$ cat src/rtl/seg7_pkg.sv
// Shared constants and state types for the 7-segment pattern reader.
// Glyphs are active-low, bit 6 = g down to bit 0 = a.
package seg7_pkg;

    localparam logic [6:0] SEG_BLANK = 7'h7F;

    localparam logic [6:0] SEG_GLYPH [16] = '{
        7'h40, 7'h79, 7'h24, 7'h30, 7'h19, 7'h12, 7'h02, 7'h78,
        7'h00, 7'h10, 7'h08, 7'h03, 7'h46, 7'h21, 7'h06, 7'h0E
    };

    typedef enum logic {
        F_IDLE  = 1'b0,
        F_COUNT = 1'b1
    } filt_state_e;

    typedef enum logic {
        EMPTY = 1'b0,
        FULL  = 1'b1
    } buf_state_e;

endpackage

$ cat src/rtl/seg7_pattern_reader_if.sv
// Output side of the reader: one-entry valid/ready digit stream plus status levels.
interface seg7_pattern_reader_if;

    logic [3:0] digit;
    logic       out_valid;
    logic       pattern_err;
    logic       blank;
    logic       overflow;
    logic       out_ready;

    modport master (
        output digit,
        output out_valid,
        output pattern_err,
        output blank,
        output overflow,
        input  out_ready
    );

    modport slave (
        input  digit,
        input  out_valid,
        input  pattern_err,
        input  blank,
        input  overflow,
        output out_ready
    );

endinterface

$ cat src/rtl/seg7_glyph_lookup.sv
// Combinational reverse lookup of an active-low segment pattern to its hex value.
// A miss returns value 0 with hit low.
module seg7_glyph_lookup
    import seg7_pkg::*;
(
    input  logic [6:0] pattern_i,
    output logic [3:0] value_o,
    output logic       hit_o
);

    logic [15:0] match_s;

    // Glyphs are pairwise distinct, so at most one match bit is set and OR-ing is safe.
    always_comb begin
        match_s = 16'h0000;
        value_o = 4'd0;
        for (int i = 0; i < 16; i++) begin
            match_s[i] = (pattern_i == SEG_GLYPH[i]);
            value_o    = value_o | ({4{match_s[i]}} & 4'(i));
        end
        hit_o = |match_s;
    end

endmodule

$ cat src/rtl/seg7_pattern_reader.sv
// Recovers the hex digit shown on an asynchronous 7-segment drive bus, filters transients,
// and hands each newly stable digit out once through a one-entry valid/ready buffer.
module seg7_pattern_reader
    import seg7_pkg::*;
#(
    parameter int unsigned STABLE_CYCLES = 4,
    parameter int unsigned CNT_W         = 8
) (
    input  logic                  Clock,
    input  logic                  Resetn,
    input  logic [6:0]            seg_in,
    seg7_pattern_reader_if.master out_if
);

    localparam logic [CNT_W-1:0] CNT_LAST = CNT_W'(STABLE_CYCLES - 1);

    logic [6:0]       sync1_q;
    logic [6:0]       s_q;
    logic [6:0]       cand_q;
    logic [6:0]       last_acc_q;
    logic [CNT_W-1:0] cnt_q;
    filt_state_e      fstate_q;
    buf_state_e       bstate_q;
    logic [3:0]       digit_q;
    logic             valid_q;
    logic             err_q;
    logic             blank_q;
    logic             ovf_q;

    logic [3:0]       lk_val_s;
    logic             lk_hit_s;
    logic             accept_s;
    logic             new_acc_s;
    logic             offer_s;

    seg7_glyph_lookup u_lookup (
        .pattern_i (cand_q),
        .value_o   (lk_val_s),
        .hit_o     (lk_hit_s)
    );

    // A change of s always wins over acceptance, so accept needs s still equal to cand.
    assign accept_s  = (fstate_q == F_COUNT) && (s_q == cand_q) && (cnt_q == CNT_LAST);
    assign new_acc_s = accept_s && (cand_q != last_acc_q);
    assign offer_s   = new_acc_s && (cand_q != SEG_BLANK);

    // Two-flop synchronizer for the asynchronous segment bus.
    always_ff @(posedge Clock or negedge Resetn) begin
        if (!Resetn) begin
            sync1_q <= SEG_BLANK;
            s_q     <= SEG_BLANK;
        end else begin
            sync1_q <= seg_in;
            s_q     <= sync1_q;
        end
    end

    // Stability filter: restart on any change, accept once after STABLE_CYCLES equal samples.
    always_ff @(posedge Clock or negedge Resetn) begin
        if (!Resetn) begin
            cand_q   <= SEG_BLANK;
            cnt_q    <= '0;
            fstate_q <= F_IDLE;
        end else if (s_q != cand_q) begin
            cand_q   <= s_q;
            cnt_q    <= '0;
            fstate_q <= F_COUNT;
        end else begin
            case (fstate_q)
                F_COUNT: begin
                    if (cnt_q == CNT_LAST) begin
                        fstate_q <= F_IDLE;
                    end else begin
                        cnt_q <= cnt_q + CNT_W'(1);
                    end
                end
                F_IDLE: begin
                    fstate_q <= F_IDLE;
                end
                default: begin
                    fstate_q <= F_IDLE;
                end
            endcase
        end
    end

    // Accept bookkeeping and the one-entry output buffer.
    always_ff @(posedge Clock or negedge Resetn) begin
        if (!Resetn) begin
            last_acc_q <= SEG_BLANK;
            blank_q    <= 1'b1;
            bstate_q   <= EMPTY;
            digit_q    <= 4'd0;
            err_q      <= 1'b0;
            valid_q    <= 1'b0;
            ovf_q      <= 1'b0;
        end else begin
            if (new_acc_s) begin
                last_acc_q <= cand_q;
                blank_q    <= (cand_q == SEG_BLANK);
            end
            case (bstate_q)
                EMPTY: begin
                    if (offer_s) begin
                        digit_q  <= lk_val_s;
                        err_q    <= !lk_hit_s;
                        valid_q  <= 1'b1;
                        bstate_q <= FULL;
                    end
                end
                FULL: begin
                    if (out_if.out_ready) begin
                        if (offer_s) begin
                            digit_q <= lk_val_s;
                            err_q   <= !lk_hit_s;
                        end else begin
                            valid_q  <= 1'b0;
                            bstate_q <= EMPTY;
                        end
                    end else if (offer_s) begin
                        // Held entry is kept; the newcomer is lost and flagged.
                        ovf_q <= 1'b1;
                    end
                end
                default: begin
                    bstate_q <= EMPTY;
                    valid_q  <= 1'b0;
                end
            endcase
        end
    end

    assign out_if.digit       = digit_q;
    assign out_if.out_valid   = valid_q;
    assign out_if.pattern_err = err_q;
    assign out_if.blank       = blank_q;
    assign out_if.overflow    = ovf_q;

endmodule
$ cat src/flat_wrapper.sv
// flat-port wrapper written by rule: the top's interface ports become plain ports
module seg7_pattern_reader_flat import seg7_pkg::*;
#(
    parameter int unsigned STABLE_CYCLES = 4,
    parameter int unsigned CNT_W         = 8
)
  (Clock, Resetn, seg_in, out_if_digit, out_if_out_valid, out_if_pattern_err, out_if_blank, out_if_overflow, out_if_out_ready);
  seg7_pattern_reader_if out_if_i ();
  input  logic Clock;
  input  logic Resetn;
  input  logic [6:0] seg_in;
  output wire logic [$bits(out_if_i.digit)-1:0] out_if_digit;
  output wire logic [$bits(out_if_i.out_valid)-1:0] out_if_out_valid;
  output wire logic [$bits(out_if_i.pattern_err)-1:0] out_if_pattern_err;
  output wire logic [$bits(out_if_i.blank)-1:0] out_if_blank;
  output wire logic [$bits(out_if_i.overflow)-1:0] out_if_overflow;
  input wire logic [$bits(out_if_i.out_ready)-1:0] out_if_out_ready;
  assign out_if_digit = out_if_i.digit;
  assign out_if_out_valid = out_if_i.out_valid;
  assign out_if_pattern_err = out_if_i.pattern_err;
  assign out_if_blank = out_if_i.blank;
  assign out_if_overflow = out_if_i.overflow;
  assign out_if_i.out_ready = out_if_out_ready;
  seg7_pattern_reader #(.STABLE_CYCLES(STABLE_CYCLES), .CNT_W(CNT_W)) u_core (.Clock(Clock), .Resetn(Resetn), .seg_in(seg_in), .out_if(out_if_i));
endmodule
$ cat config.mk
export PLATFORM = sky130hd
export DESIGN_NAME = seg7_pattern_reader_flat
export DESIGN_NICKNAME = d
export VERILOG_FILES = /design/src/rtl/seg7_pkg.sv /design/src/rtl/seg7_pattern_reader_if.sv /design/src/rtl/seg7_glyph_lookup.sv /design/src/rtl/seg7_pattern_reader.sv /design/src/flat_wrapper.sv
export SDC_FILE = /design/constraint.sdc
export NUM_CORES = 1
export LEC_CHECK = 0
export BUFFER_PORTS_ARGS = -buffer_cell sky130_fd_sc_hd__buf_4
export CORE_ASPECT_RATIO = 1.5
export CORE_MARGIN = 5
export CORE_UTILIZATION = 59
export DETAILED_ROUTE_END_ITERATION = 7
export PLACE_DENSITY = 0.76
export SKIP_CTS_REPAIR_TIMING = 1
export SYNTH_ARGS = -nofsm -noshare
export SYNTH_HDL_FRONTEND = slang
export SYNTH_SLANG_ARGS = --single-unit
$ cat constraint.sdc
create_clock -name Clock -period 2.47 [get_ports Clock]
set_clock_uncertainty 0.1 [all_clocks]
set_input_delay 0.247 -clock Clock [delete_from_list [all_inputs] [get_ports Clock]]
set_output_delay 0.247 -clock Clock [all_outputs]
set_load 0.01 [all_outputs]
======== After elaboration in Yosys (flattened, before gate mapping) ========
Cells that the tools add are included.
operators by class
  add/subtract/negate cells ............... 1
  equality and inequality tests ........... 25
  mux-type cells .......................... 19
  bitwise logic cells ..................... 17
  reductions and logical operators ........ 11
operators by type and width
  kind                                                                   count
  7-bit equality test, second input constant                             5
  4-bit bitwise OR                                                       7
  8-bit 2-to-1 mux                                                       3
  7-bit by 5-bit equality test with 1-bit output, second input constant  3
  7-bit by 6-bit equality test with 1-bit output, second input constant  3
  16-bit OR reduction                                                    1
  7-bit by 2-bit equality test with 1-bit output, second input constant  2
  7-bit by 4-bit equality test with 1-bit output, second input constant  2
  7-bit != test                                                          2
  1-bit 2-to-1 mux                                                       9
  3-bit bitwise OR                                                       3
  8-bit by 1-bit adder with 8-bit output, second input constant          1
  8-bit by 2-bit equality test with 1-bit output, second input constant  1
  4-bit 2-to-1 mux                                                       2
  1-bit case mux with 2 select lines                                     4
  4-bit case mux with 2 select lines                                     1
  7-bit by 3-bit equality test with 1-bit output, second input constant  1
  7-bit equality test                                                    1
  7-bit logical NOT                                                      1
  7-bit != test, second input constant                                   1
  3-bit AND reduction                                                    2
  1-bit logical AND                                                      4
  2-bit by 1-bit != test with 1-bit output, second input constant        2
  2-bit != test, second input constant                                   2
  8 further kinds                                                        10
word-level totals
  bits in registers ....................... 46
  input port bits ......................... 10
  output and inout bits ................... 8

======== Depth between registers and ports, before layout ========
Gate-level depths: netlist of the first run.
  depth in word-level cells ............... 18
  depth in mapped cells ................... 7
  depth with buffers taken out ............ 6

======== Cells and area by module ========
A second synthesis of the first run with hierarchy kept.
unflattened totals
  cells, all modules ...................... 189
  area total of the unflattened synthesis .. 2,229.6 um^2
by module, submodules not included
  module               times used  cells each  area an instance (um^2)  sequential area each (um^2)
  seg7_pattern_reader  1           134         1,839.3                  1,187.4
  seg7_glyph_lookup    1           55          390.4                    0.0

======== Least setup slack after synthesis of the first run ========
OpenSTA, ideal clock, no wires.
  path kind ............................... reg-to-reg
  from .................................... reg u_core.cand_q[0]
  to ...................................... reg u_core.digit_q[0] (netlist: u_core.out_if.digit[0])
  setup time .............................. 0.125 ns
  arrival time ............................ 1.730 ns
  data required time ...................... 2.245 ns
  path slack .............................. 0.515 ns
  stages on the path, launching flop included .. 7
  period minus slack after synthesis ...... 1.955 ns
  cell sequence ........................... dfstp_2 buf_2 xor2_1 nor4_2 a41oi_4 nand4_4 mux2_4
on the way
  word-level cells in the longest chain between the ends .. 18
  elaborated cells between the ends (all ways) .. 32
ends and longest elaborated chain
  item                                         line                                                    source
  start, declared                              seg7_pattern_reader.sv:19                               logic [6:0] cand_q;
  start signal, assigned                       seg7_pattern_reader.sv:65                               cand_q <= s_q;
  7-bit equality test                          seg7_glyph_lookup.sv:18                                 match_s[i] = (pattern_i == SEG_GLYPH[i]);
  1-bit by 2-bit bitwise OR with 2-bit output  seg7_glyph_lookup.sv:19                                 value_o = value_o | ({4{match_s[i]}} & 4'(i));
  2-bit bitwise OR                             seg7_glyph_lookup.sv:19
  2-bit by 3-bit bitwise OR with 3-bit output  seg7_glyph_lookup.sv:19
  3-bit bitwise OR (3 in a row)                seg7_glyph_lookup.sv:19
  3-bit by 4-bit bitwise OR with 4-bit output  seg7_glyph_lookup.sv:19
  4-bit bitwise OR (7 in a row)                seg7_glyph_lookup.sv:19
  4-bit 2-to-1 mux *                           seg7_pattern_reader.sv:104, seg7_pattern_reader.sv:113
  4-bit 2-to-1 mux                             seg7_pattern_reader.sv:112                              if (out_if.out_ready) begin
  4-bit case mux with 2 select lines *         seg7_pattern_reader.sv:102                              case (bstate_q)
  end signal, assigned                         seg7_pattern_reader.sv:105                              digit_q <= lk_val_s;
  end signal, assigned                         seg7_pattern_reader.sv:114                              digit_q <= lk_val_s;
  end, declared                                seg7_pattern_reader.sv:24                               logic [3:0] digit_q;
Every way passes the cells marked *; elsewhere a longest branch is shown, timed or not. The select of a mux whose other input is x is not followed.
A chain may end at the register's enable or synchronous reset.

======== Worst setup path in the final report of the first run ========
  from .................................... reg u_core.cand_q[3]
  to ...................................... reg u_core.digit_q[2] (netlist: u_core.out_if.digit[2])
on the way
  word-level cells in the longest chain between the ends .. 16
  elaborated cells between the ends (all ways) .. 30
ends and longest elaborated chain
  item                                            line
  7-bit by 5-bit equality test with 1-bit output  seg7_glyph_lookup.sv:18
  2-bit by 3-bit bitwise OR with 3-bit output     seg7_glyph_lookup.sv:19
  3-bit bitwise OR (3 in a row)                   seg7_glyph_lookup.sv:19
  3-bit by 4-bit bitwise OR with 4-bit output     seg7_glyph_lookup.sv:19
  4-bit bitwise OR (7 in a row)                   seg7_glyph_lookup.sv:19
  4-bit 2-to-1 mux *                              seg7_pattern_reader.sv:104, seg7_pattern_reader.sv:113
  4-bit 2-to-1 mux                                seg7_pattern_reader.sv:112
  4-bit case mux with 2 select lines *            seg7_pattern_reader.sv:102
Marked as above.

==> key figures, run 1 <==
Outcome
  – Status: complete, no violations

Placed design
  – Gpl congestion: 0.796
  – Port bufs: 17
  – Pre-CTS WS: 0.230 ns
  – HPWL Detailed: 2850 um

Timing
  – Worst slew pin tran: 0.567 ns
  – RSZ-0062 raised after global routing: no
  – Final setup fails: 0
  – Max Clock Freq: 0.444 GHz
  – Max-slew violations: 0
  – Final hold violations: 0
  – Min cycle time layout: 2.25 ns
  – Worst hold margin: 0.190 ns
  – Slew headroom: 0.622
  – Total negative slack: 0 ns
  – Post-route setup slack: 0.216 ns
  – Fin crit share: 0.913

Pwr
  – LEAKAGE: 1.11 nW
  – Pwr Total: 0.00145 W
  – Cell Pwr Density: 576 mW/mm^2
  – Peak VDD IR: 0.463 mV

Floorplanning
  – Die height: 85.4 um
  – Initial Util: 0.608
  – Die width: 60.3 um
  – Core ar.: 0.00368 mm^2
  – Row Count: 27
  – Die ar.: 0.00515 mm^2
  – I/O pin count: 18

Worst setup path
  – Worst Path Arrival: 2.34 ns
  – Critical path peak fanout: 16
  – CP bufs+invs: 0
  – Slowest cell on the critical path: dfstp_2
  – CP Capture Type: register
  – Critical path required time: 2.55 ns
  – CP Launch Type: register
  – Setup CP Type: register to register
  – Critical path's top delay family: simple AND/OR/NAND/NOR gates
  – Reg-to-reg setup timing slack: 0.22 ns
  – Max incr delay on CP: 0.72 ns
  – CP cell instances: xor2_1, nor4_2, and2_1, nand4_4, mux2_4

Yosys
  – Synth area leader: dfstp_2
  – Share of Yosys cell area claimed by the top area cell type: 0.340
  – Yosys cell types: 49
  – Main combinational cell family by area after synthesis: simple AND/OR/NAND/NOR gates
  – Synthesized area: 0.00224 mm^2
  – Xor/xnor share of the synthesized area: 0.0861
  – Top_reg_cell synth: dfstp_2
  – Most frequent cell after synthesis: dfstp_2
  – Mux cell area share after synthesis: 0.0805
  – #FFs+latches synth: 46
  – Mapped Avg Cell Area: 11.9 um^2
  – Top cells by count, synth: 29 x dfstp_2, 17 x dfrtp_1, 17 x xor2_1
  – Adder-Cell Fraction of Synth Area: 0.00559
  – Yosys Warn Count: 0
  – Post-synth EDFFs: 0
  – Syn_nets: 199
  – Largest cells by area after synthesis: dfstp_2 34%, dfrtp_1 19%, xor2_1 6.7%, mux2_2 3.5%, mux2_4 2.7%
  – Compound-Gate Fraction of Synth Area: 0.0676
  – Synth Instances: 188
  – Register area share after synthesis: 0.530
  – Fraction of registers with async set/reset: 1.00
  – Simple-Gate Fraction of Synth Area: 0.178

GRT
  – Total GRT Usage: 0.178
  – Largest net degree at the start of global routing: 47
  – First-pass GRT wire length: 6880 um
  – Vias in the first global route: 1,516
  – Initial antenna violation count: 0
  – Gr ovfl total: 0

Route
  – Final ANT Viol Nets: 0
  – Post-Route WL: 4050 um
  – WL/cell: 16.3 um
  – Vias post-DR: 1,488
  – DRT iter0 DRCs: 69
  – TritonRoute pass-1 iters: 4
  – # DRC: 0
  – Via density: 6.00

Clock network
  – CTS sink cnt: 46
  – Clk_lat worst skew: 0.29 ns
  – Root Driver: clkbuf_8
  – CTS tree: yes
  – Clk slew on worst S/H paths: 0.08 ns
  – Clock Path Buffers: 2
  – H-Tree Depth: 2
  – Num CTS Buffers: 5

Final layout
  – Register Area: 0.00119 mm^2
  – Final #Nets: 215
  – Area of the multi-input gates: 936 um^2
  – FILL cells: 272
  – Area growth syn-to-layout: 12.4%
  – Layout cells sized above 1: 0.376
  – Antenna Cells: 0

Job
  – Max-Cap Viols: 0

Hold path
  – Hold crit path type: input port to register
-- flip-flops by register name, summed over array words and instances, names as in the netlist --
register                   count
u_core.cnt_q                   8
u_core.cand_q                  7
u_core.last_acc_q              7
u_core.s_q                     7
u_core.sync1_q                 7
u_core.out_if.digit            4
u_core.bstate_q                1
u_core.fstate_q                1
u_core.out_if.blank            1
u_core.out_if.out_valid        1
u_core.out_if.overflow         1
u_core.out_if.pattern_err      1
-- cell families after synthesis --
group           count (synthesis)
buf+inv                        21
compound gates                 19
xor+xnor                       22
simple gates                   64
flops                          46
fa+ha+maj                       1
mux                            15
-- metal layers --
layer	wire length [um]	vias to the layer above	part of all wire	track usage
li1	-	684	-	-
met1	1480	722	0.37	0.193
met2	2210	64	0.54	0.304
met3	199	18	0.049	0.0472
met4	165	0	0.041	0.0968
met5	0	-	0	0
-- path summary, 6_finish.rpt --
| path | start | end | cells past startpoint |
|---|---|---|---|
| max | u_core.cand_q[3]$_DFFE_PN1N_ | u_core.out_if.digit[2]$_DFFE_PN0P_ | 5 |
| min | out_if_out_ready | u_core.out_if.out_valid$_DFFE_PN0P_ | 4 |
| max reg2reg | u_core.cand_q[3]$_DFFE_PN1N_ | u_core.out_if.digit[2]$_DFFE_PN0P_ | 5 |
| min reg2reg | u_core.sync1_q[0]$_DFF_PN1_ | u_core.s_q[0]$_DFF_PN1_ | 0 |
| max in group asynchronous | Resetn | u_core.out_if.blank$_DFFE_PN1P_ | 2 |
| min in group asynchronous | Resetn | u_core.out_if.digit[2]$_DFFE_PN0P_ | 2 |
-- cell type report --
class,instances,share of cell area
inverter,4,0.00597
tap,43,0.0214
multi-input combinational,121,0.372
clock inverter,3,0.0159
clock buffer,5,0.0273
timing repair buffer,26,0.0855
sequential,46,0.472
-- worst min-delay path, stage by stage --
cell     delay [ns]
buf_4          0.11
inv_1          0.06
o21ai_0        0.07
nand2_1        0.07
-- layout by cell type, fill, tap and decap left out, types with 2 or more instances in the layout --
cell	instances
nor4_1	2
or2_2	2
o32ai_1	2
xor2_1	17
nor4_2	2
mux2_4	4
nand4_1	4
clkbuf_8	5
buf_4	18
dfrtp_1	17
nand3_1	4
nor2_1	12
o31ai_1	3
a21oi_1	3
or4_1	2
clkinv_2	2
nor3b_1	4
o21ai_0	4
mux2i_1	3
mux2_2	7
inv_1	4
nor3_1	5
dfstp_2	29
nand2_1	14
xnor2_1	5
dlygate4sd3_1	8
-- metrics by stage --
stage               cell area, um^2  cells   util
floorplan                      2240    188      -
global placement               2330    232  0.632
detailed placement             2330    232  0.632
CTS                            2440    240  0.662
global route                   2520    248  0.683
finish                         2520    248  0.683
-- report_power, final --
group | internal [W] | total [W] | switching (W)
combinational | 0.0000438 | 0.0000932 | 0.0000494
sequential | 0.000787 | 0.000816 | 0.0000288
clock | 0.000298 | 0.000540 | 0.000242
Power figures use the tool's default switching activity.
==> inputs of run 2 (changes only) <==
- CORE_UTILIZATION: 59 -> 60
- CTS_BUF_LIST: not set -> sky130_fd_sc_hd__clkbuf_8
- PLACE_DENSITY: 0.76 -> 0.77
==> key figures, run 2 (synthesized netlist as in run 1, its figures left out) <==
Worst setup path
  – Worst Path Arrival: 2.33 ns (about the same)
  – Critical path peak fanout: 14 (-2)
  – CP Capture Type: register
  – Critical path required time: 2.54 ns (about the same)
  – CP Launch Type: register
  – Setup CP Type: register to register

Route
  – TritonRoute pass-1 iters: 4 (unchanged)
  – Final ANT Viol Nets: 0 (unchanged)
  – # DRC: 0 (unchanged)
  – Via density: 5.88 (-2.0%)
  – WL/cell: 15.9 um (-2.5%)
  – DRT iter0 DRCs: 114 (+65%)
  – Post-Route WL: 3940 um (-2.9%)
  – Vias post-DR: 1,452 (-2.4%)

GRT
  – Total GRT Usage: 0.179 (+0.00117)
  – First-pass GRT wire length: 7040 um (+2.4%)
  – Vias in the first global route: 1,560 (+2.9%)
  – Initial antenna violation count: 0 (unchanged)
  – Gr ovfl total: 0 (unchanged)
  – Largest net degree at the start of global routing: 47 (unchanged)

Floorplanning
  – Die ar.: 0.00508 mm^2 (-1.4%)
  – Die width: 59.9 um (-0.70%)
  – I/O pin count: 18 (unchanged)
  – Die height: 84.8 um (-0.74%)
  – Core ar.: 0.00365 mm^2 (-0.92%)
  – Initial Util: 0.614 (+0.00563)
  – Row Count: 27 (unchanged)

Pwr
  – Peak VDD IR: 0.599 mV (+29%)
  – LEAKAGE: 1.10 nW (-1.0%)
  – Cell Pwr Density: 528 mW/mm^2 (-8.4%)

Final layout
  – Layout cells sized above 1: 0.363 (-0.0129)
  – Utilization after layout: 0.681 (-0.00259)
  – Highest-count cells in the layout ignoring fill and taps: 29 x dfstp_2, 18 x buf_4, 17 x xor2_1, 17 x dfrtp_1, 14 x nand2_1
  – Number of flip-flops in the largest register: 8 (unchanged)
  – FILL cells: 272 (unchanged)
  – Antenna Cells: 0 (unchanged)
  – Area growth syn-to-layout: 11.0%
  – Final #Nets: 215 (unchanged)
  – Most common cell after layout, fill and taps aside: dfstp_2
  – Top reg by flops: u_core.cnt_q

Outcome
  – Status: complete, no violations

Clock network
  – Num CTS Buffers: 5 (unchanged)
  – Clk_lat worst skew: 0.28 ns (about the same)
  – CTS tree: yes
  – Clock Path Buffers: 2 (unchanged)
  – Clk slew on worst S/H paths: 0.08 ns (about the same)
  – Root Driver: clkbuf_8
  – H-Tree Depth: 2 (unchanged)
  – CTS sink cnt: 46 (unchanged)

Job
  – Max-Cap Viols: 0 (unchanged)

Placed design
  – Gpl congestion: 0.902 (+13%)
  – HPWL Detailed: 2810 um (-1.2%)
  – Port bufs: 17 (unchanged)

Timing
  – RSZ-0062 raised after global routing: no
  – Slew headroom: 0.637 (+0.0148)
  – Worst slew pin tran: 0.545 ns (-0.0223 ns)
  – Max-slew violations: 0 (unchanged)
  – Max Clock Freq: 0.442 GHz (-0.33%)
  – Worst hold margin: 0.210 ns (+0.0203 ns)
  – Final hold violations: 0 (unchanged)
  – Final setup fails: 0 (unchanged)
  – Min cycle time layout: 2.26 ns (+0.00754 ns)
  – Fin crit share: 0.916 (+0.00305)
  – Total negative slack: 0 ns (unchanged)

Hold path
  – Hold crit path type: input port to register
[run 2: changes by cell type in the layout (fill, tap and decap cells not counted)]
cell       before  now
bufinv_16       1    0
clkinv_2        2    0
inv_1           4    6
[run 2: metal layers]
layer,global-route usage,share of wire,up-vias
met5,0,0,-
met4,0.0927,0.034,0
met3,0.0323,0.026,14
met2,0.311,0.56,39
met1,0.200,0.38,720
li1,-,-,679
[run 2: final timing paths]
check | to | cells after the start | start | slack [ns]
worst max-delay path | u_core.out_if.digit[1]$_DFFE_PN0P_ | 5 | u_core.cand_q[6]$_DFFE_PN1N_ | 0.21
worst min-delay path | u_core.out_if.out_valid$_DFFE_PN0P_ | 4 | out_if_out_ready | 0.21
worst max register to register | u_core.out_if.digit[1]$_DFFE_PN0P_ | 5 | u_core.cand_q[6]$_DFFE_PN1N_ | 0.21
worst min register to register | u_core.s_q[6]$_DFF_PN1_ | 0 | u_core.sync1_q[6]$_DFF_PN1_ | 0.25
max in group asynchronous | u_core.sync1_q[3]$_DFF_PN1_ | 2 | Resetn | 1.49
min in group asynchronous | u_core.cnt_q[2]$_DFFE_PN0P_ | 2 | Resetn | 0.39
[run 2: final cells by class]
| type | instances | area [um^2] | area share |
|---|---|---|---|
| tap | 43 | 53.8 | 0.0217 |
| clock inverter | 2 | 7.51 | 0.00302 |
| inverter | 4 | 15.0 | 0.00605 |
| clock buffer | 5 | 68.8 | 0.0277 |
| sequential | 46 | 1190 | 0.478 |
| multi-input combinational | 121 | 936 | 0.377 |
| timing repair buffer | 26 | 215 | 0.0866 |
[run 2: per-stage QoR]
step	instances	power, W	cell area (um^2)	setup WS, ns
after global placement	232	0.000904	2330	0.266
after floorplan	188	0.000878	2240	0.515
final	247	0.00131	2480	0.208
after global routing	247	0.00138	2480	0.0380
after detailed placement	232	0.000910	2330	0.210
after CTS	239	0.00132	2400	0.201
[run 2: power breakdown]
part           internal (W)  switching [W]
sequential         0.000787      0.0000283
combinational     0.0000438      0.0000469
clock              0.000187       0.000218
total               0.00102       0.000293
[run 2: critical path, cell delays in order, from the launching register on]
cell and delay, ns:
dfstp_2 0.70, xor2_1 0.12, nor4_2 0.34, and2_1 0.35, nand4_4 0.20, mux2_4 0.35
==> inputs of run 3 (changes only) <==
- RECOVER_POWER: not set -> 100
==> key figures, run 3 (synthesized netlist as in run 1, its figures left out) <==
Outcome
  – Status: complete, no violations

Clock network
  – Num CTS Buffers: 5 (unchanged)
  – Clock Path Buffers: 2 (unchanged)
  – CTS tree: yes
  – CTS sink cnt: 46 (unchanged)
  – Clk_lat worst skew: 0.28 ns (about the same)
  – Clk slew on worst S/H paths: 0.08 ns (about the same)
  – H-Tree Depth: 2 (unchanged)
  – Root Driver: clkbuf_8

Final layout
  – Most common cell after layout, fill and taps aside: dfstp_2
  – Highest-count cells in the layout ignoring fill and taps: 22 x dfstp_2, 17 x xor2_1, 17 x dfrtp_1
  – Post-route cell area: 0.00243 mm^2 (-2.0%)
  – Final #Nets: 215 (unchanged)
  – Layout cells sized above 1: 0.275 (-0.0882)
  – Area growth syn-to-layout: 8.78%
  – Number of flip-flops in the largest register: 8 (unchanged)
  – Top reg by flops: u_core.cnt_q
  – Antenna Cells: 0 (unchanged)

Floorplanning
  – Die ar.: 0.00508 mm^2 (unchanged)
  – Row Count: 27 (unchanged)
  – Die height: 84.8 um (unchanged)
  – I/O pin count: 18 (unchanged)
  – Die width: 59.9 um (unchanged)
  – Initial Util: 0.614 (unchanged)
  – Core ar.: 0.00365 mm^2 (unchanged)

GRT
  – Vias in the first global route: 1,560 (unchanged)
  – Total GRT Usage: 0.179 (unchanged)
  – First-pass GRT wire length: 7040 um (unchanged)
  – Initial antenna violation count: 0 (unchanged)
  – Largest net degree at the start of global routing: 47 (unchanged)
  – Gr ovfl total: 0 (unchanged)

Worst setup path
  – CP Capture Type: register
  – Reg-to-reg setup timing slack: 0.21 ns (about the same)
  – Worst Path Arrival: 2.37 ns (+0.04 ns)
  – Beginning of the critical path: u_core.cand_q[6]$_DFFE_PN1N_
  – R2R cell count: 5 (unchanged)
  – Critical path required time: 2.58 ns (+0.04 ns)
  – Setup CP Type: register to register
  – CP Launch Type: register
  – Worst reg2reg endpoint: u_core.last_acc_q[5]$_DFFE_PN1P_
  – CP cell instances: xor2_1, nor4_2, a41oi_4, nand2_2, mux2_2
  – Reg-to-reg startpoint: u_core.cand_q[6]$_DFFE_PN1N_
  – Critical path peak fanout: 14 (unchanged)
  – Slowest cell on the critical path: dfstp_2
  – Max incr delay on CP: 0.69 ns (about the same)

Timing
  – RSZ-0062 raised after global routing: no
  – Max-slew violations: 0 (unchanged)
  – Fin crit share: 0.917 (+0.00102)
  – Total negative slack: 0 ns (unchanged)
  – Final hold violations: 0 (unchanged)
  – Worst slew pin tran: 1.06 ns (+0.516 ns)
  – Slew headroom: 0.293 (-0.344)
  – Min cycle time layout: 2.26 ns (+0.00251 ns)
  – Max Clock Freq: 0.442 GHz (-0.11%)
  – Final setup fails: 0 (unchanged)

Route
  – # DRC: 0 (unchanged)
  – DRT iter0 DRCs: 129 (+13%)
  – Post-Route WL: 3920 um (-0.33%)
  – TritonRoute pass-1 iters: 4 (unchanged)
  – Via density: 5.86 (-0.34%)
  – WL/cell: 15.9 um (-0.33%)
  – Vias post-DR: 1,447 (-0.34%)
  – Final ANT Viol Nets: 0 (unchanged)

Placed design
  – Port bufs: 17 (unchanged)
  – Area after DPL: 0.00233 mm^2 (unchanged)
  – HPWL Detailed: 2810 um (unchanged)
  – Gpl congestion: 0.902 (unchanged)

Pwr
  – Peak VDD IR: 0.598 mV (about the same)
  – LEAKAGE: 1.04 nW (-5.3%)
  – Cell Pwr Density: 536 mW/mm^2 (+1.6%)

Hold path
  – Hold crit path type: input port to register
  – WHS Path Cells: 4 (unchanged)
  – Hold path endpoint: u_core.out_if.out_valid$_DFFE_PN0P_
  – Hold_sp: out_if_out_ready

Job
  – Max-Cap Viols: 0 (unchanged)
[run 3: changes by cell type in the layout (fill, tap and decap cells not counted), moves of 4 or more]
cell / before / now
clkbuf_1: 0 / 7
dfstp_1: 0 / 7
clkbuf_4: 0 / 7
mux2_4: 4 / 0
dfstp_2: 29 / 22
buf_4: 18 / 3
mux2_1: 1 / 5
[run 3: area by class of cell]
type / count / area (um^2)
inverters: 4 / 15.0
flip-flops and latches: 46 / 1190
clock buffers: 5 / 68.8
well taps: 43 / 53.8
multi-input cells: 121 / 916
fillers: 289 / 1210
clock inverters: 2 / 7.51
repair buffers: 26 / 186
[run 3: worst max-delay path: cells and delay by family, from the launching register on]
family           cells  cell delay (ns)
AND/OR/NAND/NOR      2             0.71
flip-flops           1             0.69
multiplexers         1             0.37
AO/OA/AOI/OAI        1             0.20
XOR/XNOR             1             0.12
[run 3: report_power, final]
part	leakage (nW)	internal [W]	switching (W)	total (W)
sequential	0.521	0.000785	0.0000284	0.000814
clock	0.0466	0.000187	0.000217	0.000404
combinational	0.471	0.0000415	0.0000467	0.0000882
[run 3: worst max path at each step]
stage                                               to  slack, ns  cells after the start
floorplan           u_core.out_if.digit[0]$_DFFE_PN0P_       0.52                      6
global placement    u_core.out_if.digit[1]$_DFFE_PN0P_       0.27                      5
detailed placement  u_core.out_if.digit[1]$_DFFE_PN0P_       0.21                      5
CTS                 u_core.out_if.digit[1]$_DFFE_PN0P_       0.20                      5
global route           u_core.out_if.blank$_DFFE_PN1P_       0.06                      5
finish                u_core.last_acc_q[5]$_DFFE_PN1P_       0.21                      5
[run 3: metal layers]
layer	up-vias	routed length, um	global-route usage	share of wire
met5	-	0	0	0
met4	0	135	0.0927	0.034
met3	16	115	0.0323	0.029
met2	40	2180	0.311	0.56
met1	715	1490	0.200	0.38
li1	676	-	-	-
[run 3: stage by stage]
step	hold slack, ns	setup WS [ns]	total power, W	instances	util
3_3_place_gp	0.162	0.266	0.000904	232	0.638
6_report	0.210	0.206	0.00131	247	0.667
4_1_cts	-0.133	0.201	0.00132	239	0.659
2_1_floorplan	-0.149	0.515	0.000878	188	-
3_5_place_dp	0.179	0.210	0.000910	232	0.638
5_1_grt	0.257	0.0605	0.00138	247	0.667
